`config.mk`:
```
export PLATFORM = sky130hd
export DESIGN_NAME = bcd_counter_n_flat
export DESIGN_NICKNAME = d
export VERILOG_FILES = /design/src/rtl/bcd_counter_n_if.sv /design/src/rtl/bcd_counter_n.sv /design/src/flat_wrapper.sv
export SDC_FILE = /design/constraint.sdc
export NUM_CORES = 1
export LEC_CHECK = 0
export CORE_ASPECT_RATIO = 0.5
export CORE_MARGIN = 2
export CORE_UTILIZATION = 53
export CTS_CLUSTER_SIZE = 30
export DETAILED_ROUTE_END_ITERATION = 10
export PLACE_DENSITY = 0.85
export SYNTH_ARGS = -nofsm -noshare
export SYNTH_HDL_FRONTEND = slang
export SYNTH_SLANG_ARGS = --single-unit
```
`constraint.sdc`:
```
create_clock -name trigger -period 7.24 [get_ports trigger]
set_input_delay 2.172 -clock trigger [delete_from_list [all_inputs] [get_ports trigger]]
set_output_delay 2.172 -clock trigger [all_outputs]
set_load 0.01 [all_outputs]
```
`src/rtl/bcd_counter_n_if.sv`:
```
// Control/data bundle for bcd_counter_n: count controls and preset in, BCD count and flags out.
// master drives the controls; slave is the counter itself.
interface bcd_counter_n_if #(
  parameter int DIGITS = 4
);
  logic                  en;
  logic                  up;
  logic                  load;
  logic [4*DIGITS-1:0]   load_val;
  logic [4*DIGITS-1:0]   Y;
  logic                  tc;
  logic                  wrap;

  modport master (
    output en, up, load, load_val,
    input  Y, tc, wrap
  );

  modport slave (
    input  en, up, load, load_val,
    output Y, tc, wrap
  );
endinterface

```
`src/rtl/bcd_counter_n.sv`:
```
// Parametrised up/down BCD counter with synchronous load, terminal count and wrap pulse.
// Optional feature: define BCD_SATURATE_EN to hold at 9..9 / 0..0 instead of wrapping.
module bcd_counter_n #(
  parameter int DIGITS = 4
) (
  input logic            trigger,
  input logic            reset,
  bcd_counter_n_if.slave bus
);

  localparam int W = 4 * DIGITS;

  logic [W-1:0] yReg;
  logic [W-1:0] incNext;
  logic [W-1:0] decNext;
  logic [W-1:0] loadClamped;
  logic         allNine;
  logic         allZero;
  logic         atLimit;

  // Carry/borrow prefix chains: a digit moves only when every lower digit is at its limit,
  // so the whole count settles in one cycle with no per-digit ripple registers.
  always_comb begin
    logic       run9;
    logic       run0;
    logic [3:0] digit;
    incNext = yReg;
    decNext = yReg;
    run9    = 1'b1;
    run0    = 1'b1;
    digit   = 4'd0;
    for (int i = 0; i < DIGITS; i++) begin
      digit = yReg[4*i +: 4];
      if (run9) incNext[4*i +: 4] = (digit == 4'd9) ? 4'd0 : digit + 4'd1;
      if (run0) decNext[4*i +: 4] = (digit == 4'd0) ? 4'd9 : digit - 4'd1;
      run9 = run9 & (digit == 4'd9);
      run0 = run0 & (digit == 4'd0);
    end
    allNine = run9;
    allZero = run0;
  end

  // Non-decimal preset nibbles are forced to 9 so Y never holds A-F.
  always_comb begin
    loadClamped = bus.load_val;
    for (int i = 0; i < DIGITS; i++) begin
      if (bus.load_val[4*i +: 4] > 4'd9) loadClamped[4*i +: 4] = 4'd9;
    end
  end

  assign atLimit = bus.up ? allNine : allZero;
  assign bus.tc  = bus.en & atLimit;
  assign bus.Y   = yReg;

  always_ff @(posedge trigger) begin
    if (reset) begin
      yReg <= '0;
    end else if (bus.load) begin
      yReg <= loadClamped;
    end else if (bus.en) begin
`ifdef BCD_SATURATE_EN
      if (!atLimit) yReg <= bus.up ? incNext : decNext;
`else
      yReg <= bus.up ? incNext : decNext;
`endif
    end
  end

`ifdef BCD_SATURATE_EN
  assign bus.wrap = 1'b0;
`else
  logic wrapReg;

  // A load on the terminal-count edge replaces the count, so it must not report a wrap.
  always_ff @(posedge trigger) begin
    if (reset) begin
      wrapReg <= 1'b0;
    end else begin
      wrapReg <= ~bus.load & bus.tc;
    end
  end

  assign bus.wrap = wrapReg;
`endif

endmodule

```
`src/flat_wrapper.sv`:
```
// flat-port wrapper written by rule: the top's interface ports become plain ports
module bcd_counter_n_flat 
#(
  parameter int DIGITS = 4
)
  (trigger, reset, bus_en, bus_up, bus_load, bus_load_val, bus_Y, bus_tc, bus_wrap);
  bcd_counter_n_if #(.DIGITS(DIGITS)) bus_i ();
  input logic trigger;
  input logic reset;
  input wire logic [$bits(bus_i.en)-1:0] bus_en;
  input wire logic [$bits(bus_i.up)-1:0] bus_up;
  input wire logic [$bits(bus_i.load)-1:0] bus_load;
  input wire logic [$bits(bus_i.load_val)-1:0] bus_load_val;
  output wire logic [$bits(bus_i.Y)-1:0] bus_Y;
  output wire logic [$bits(bus_i.tc)-1:0] bus_tc;
  output wire logic [$bits(bus_i.wrap)-1:0] bus_wrap;
  assign bus_i.en = bus_en;
  assign bus_i.up = bus_up;
  assign bus_i.load = bus_load;
  assign bus_i.load_val = bus_load_val;
  assign bus_Y = bus_i.Y;
  assign bus_tc = bus_i.tc;
  assign bus_wrap = bus_i.wrap;
  bcd_counter_n #(.DIGITS(DIGITS)) u_core (.trigger(trigger), .reset(reset), .bus(bus_i));
endmodule
```
==> flow_metrics.env <==
export IMPL_r2r_start="u_core.bus.Y[0]"
export IMPL_worst_setup_path_type="in2out"
export IMPL_tightest_slew_ps=844
export IMPL_num_rows=13
export IMPL_arrival_ps=3940
export IMPL_dp_hpwl_um=2830
export IMPL_hp_start="u_core.bus.Y[10]"
export IMPL_netSwitchingFraction_pct=34.5
export IMPL_synthesis_area_um2=1580
export IMPL_cp_cell_sequence="clkdlybuf4s50_1, nor4_1, nand3_1, nor3_1, o21a_1, clkdlybuf4s50_1"
export IMPL_first_global_vias=1428
export IMPL_final_util_pct=72.1
export IMPL_synth_adder_area_share_pct=0
export IMPL_setup_viol=0
export IMPL_drive_gt1_share_pct=8.12
export IMPL_synth_edf_count=0
export IMPL_gp_congestion=0.922
export IMPL_regToRegSetupSlack_ps=4790
export IMPL_syn_nets=236
export IMPL_grtUsageTotal_pct=24.7
export IMPL_critPathSlowestCell="clkdlybuf4s50_1"
export IMPL_max_freq_mhz=164
export IMPL_pwr_share_comb_pct=34.4
export IMPL_min_path_cells=2
export IMPL_rsz0062_at_grt="no"
export IMPL_cpMostUsedCell="clkdlybuf4s50_1"
export IMPL_synth_seq_area_share_pct=21.5
export IMPL_grt_ovfl_total=0
export IMPL_yosysWarnings=0
export IMPL_power_density_nw_per_um2=153
export IMPL_hold_path_end="u_core.bus.Y[10]"
export IMPL_fin_crit_ps=6110
export IMPL_drt_antenna_violating_nets=0
export IMPL_synth_compound_area_share_pct=31.2
export IMPL_drv_slew=0
export IMPL_insertion_delay_ps=260
export IMPL_reg2reg_depth=5
export IMPL_hold_path_class="reg2reg"
export IMPL_pre_cts_slack_ps=1160
export IMPL_synth_simple_gate_area_share_pct=30.2
export IMPL_power_share_clock_pct=24.9
export IMPL_avgSynthCellArea_um2=7.36
export IMPL_clockRootBuffer="clkbuf_8"
export IMPL_pwr_share_seq_pct=40.6
export IMPL_synthMuxAreaShare_pct=3.16
export IMPL_nNetsFinal=256
export IMPL_synthArstFlopShare_pct=0
export IMPL_drt_total_wl_um=4020
export IMPL_fp_dieW_um=81.3
export IMPL_die_area_um2=3470
export IMPL_p_switching_uw=103
export IMPL_portBuffers=38
export IMPL_finalSetupTns_ps=0
export IMPL_diodes=0
export IMPL_fp_coreArea_um2=2720
export IMPL_p_leak_uw=0.000674
export IMPL_io_pins=39
export IMPL_cts_tree="yes"
export IMPL_drt_iter0_drc=139
export IMPL_finalHoldViolCount=0
export IMPL_worst_slack_ps=1130
export IMPL_startpoint_type="primary input"
export IMPL_clock_skew_ps=8.83
export IMPL_r2r_end="u_core.bus.Y[13]"
export IMPL_h_tree_depth=1
export IMPL_cts_made_buffers=3
export IMPL_drc=0
export IMPL_cts_resized=0
export IMPL_cap_viol_max_count=0
export IMPL_period_share_pct=84.4
export IMPL_synthCells=215
export IMPL_first_pass_iters=4
export IMPL_outcome="complete, no violations"
export IMPL_post_cts_buffers=0
export IMPL_p_int_uw=196
export IMPL_synth_top_family_by_area="compound AO/OA/AOI/OAI gates"
export IMPL_relSlewSlack_pct=43.5
export IMPL_clockBufferDepth=2
export IMPL_cts_clk_slew_worst_paths_ps=70
export IMPL_cp_max_fo=4
export IMPL_area_growth_synth_to_final_pct=23.8
export IMPL_grt_start_max_net_pins=37
export IMPL_vdd_ir_drop_max_v=0.0000901
export IMPL_wire_per_inst_um=14.8
export IMPL_synth_xor_area_share_pct=4.98
export IMPL_crit_required_ps=5070
export IMPL_antenna_found_initial=0
export IMPL_max_stage_delay_ps=530
export IMPL_ys_flop_type="dfxtp_1"
export IMPL_vias_per_cell=6.07
export IMPL_end_kind="output port"
export IMPL_ctsHoldBuffers=0
export IMPL_vias=1645
export IMPL_ys_seq_elements=17
export IMPL_die_y_um=42.6
export IMPL_grt_first_pass_wirelength_um=6740
export IMPL_placed_cell_area_um2=1910
export IMPL_cts_sinks=17
export IMPL_synth_cell_types=56
export IMPL_final_area_um2=1960
export IMPL_start_util_pct=58.3
-- worst max-delay path, delay by kind of cell --
family          cells  cell delay [ps]
compound gates      1              160
buf+inv             2             1010
simple gates        3              590
-- sequential cells by signal, summed over array words and instances, names as in the netlist --
signal,cells
u_core.bus.wrap,1
u_core.bus.Y,16
-- worst max-delay path by stage --
stage,from,endpoint,slack (ps),depth (start not counted)
after floorplan,bus_up,bus_tc,1910,6
after global placement,bus_up,bus_tc,1200,6
after detailed placement,bus_up,bus_tc,1160,6
after CTS,bus_up,bus_tc,1130,6
after global routing,bus_up,bus_tc,1030,6
final,bus_up,bus_tc,1130,6
-- placed cells by master (no fill, tap or decap), types with 2 or more instances in the layout --
cell             count
o2111ai_1            2
a21oi_1             12
o22ai_1              2
or4b_2               2
dfxtp_1             17
a221oi_2             2
a211o_1              3
nor4_1               4
clkbuf_8             3
nor2_1              18
nor3_1               6
o21bai_1             3
nand2_1             14
nand3b_1             3
mux2i_1              5
a311oi_1             2
o21a_1               3
or4_4                2
xor2_1               3
nand2b_1             5
a31oi_1              5
xnor2_1              6
clkdlybuf4s50_1     38
a221oi_1             6
nand3_1              8
o21ai_0             13
inv_1               10
a211oi_1             3
nor2b_1              6
nand4_1              2
-- layer usage --
layer  part of all wire (%)  wire, um  track usage (%)
met1                     49      1970             36.5
met2                     44      1790             36.6
met3                    5.7       230             5.82
met4                   0.85        34             4.41
met5                      0         0                0
-- cells in the mapped netlist, drive strengths merged (2+ instances only) --
| cell type | n | area, um^2 |
|---|---|---|
| dfxtp | 17 | 340 |
| nand3 | 8 | 40.0 |
| nand4 | 2 | 12.5 |
| or4 | 3 | 31.3 |
| clkbuf | 16 | 60.1 |
| o2111ai | 2 | 17.5 |
| xnor2 | 6 | 52.6 |
| nor3 | 6 | 30.0 |
| a311oi | 2 | 17.5 |
| nor2 | 18 | 67.6 |
| or4b | 3 | 33.8 |
| a211oi | 3 | 22.5 |
| nand2b | 5 | 31.3 |
| nand3b | 3 | 22.5 |
| o21bai | 3 | 22.5 |
| a31oi | 5 | 31.3 |
| buf | 8 | 43.8 |
| mux2i | 5 | 50.1 |
| o21ai | 13 | 65.1 |
| nor2b | 6 | 37.5 |
| o22ai | 2 | 12.5 |
| a221oi | 9 | 109 |
| a211o | 3 | 26.3 |
| xor2 | 3 | 26.3 |
| inv | 10 | 37.5 |
| o21a | 3 | 22.5 |
| nand2 | 14 | 52.6 |
| a21oi | 12 | 60.1 |
| nor4 | 4 | 25.0 |
-- final cells by class --
type                       instances  area (um^2)
inverter                          10         37.5
sequential                        17          340
multi-input combinational        164         1100
clock buffer                       3         41.3
clock inverter                     1         5.00
timing repair buffer              39          388
tap                               37         46.3
fill                             218          757
-- stage by stage --
| stage | std cells | hold WS, ps | power [uW] |
|---|---|---|---|
| floorplan | 215 | 592 | 188 |
| global placement | 267 | 561 | 222 |
| detailed placement | 267 | 572 | 225 |
| CTS | 271 | 582 | 300 |
| global route | 271 | 629 | 318 |
| finish | 271 | 578 | 299 |
-- cell families after synthesis --
kind of cell,count (synthesis)
DFF,17
muxes,5
AOI/OAI and AO/OA,67
buffers and inverters,34
and+or+nand+nor,83
xor gates and xnor gates,9
-- power by group through the flow --
stage,logic (uW),registers [uW],clock network (uW)
after global placement,99.8,122,0
after CTS,103,121,76.6
after global routing,113,124,80.6
final,103,121,74.6
after detailed placement,102,123,0
after floorplan,76.9,112,0
No activity file was read; power rests on OpenSTA's default activity.
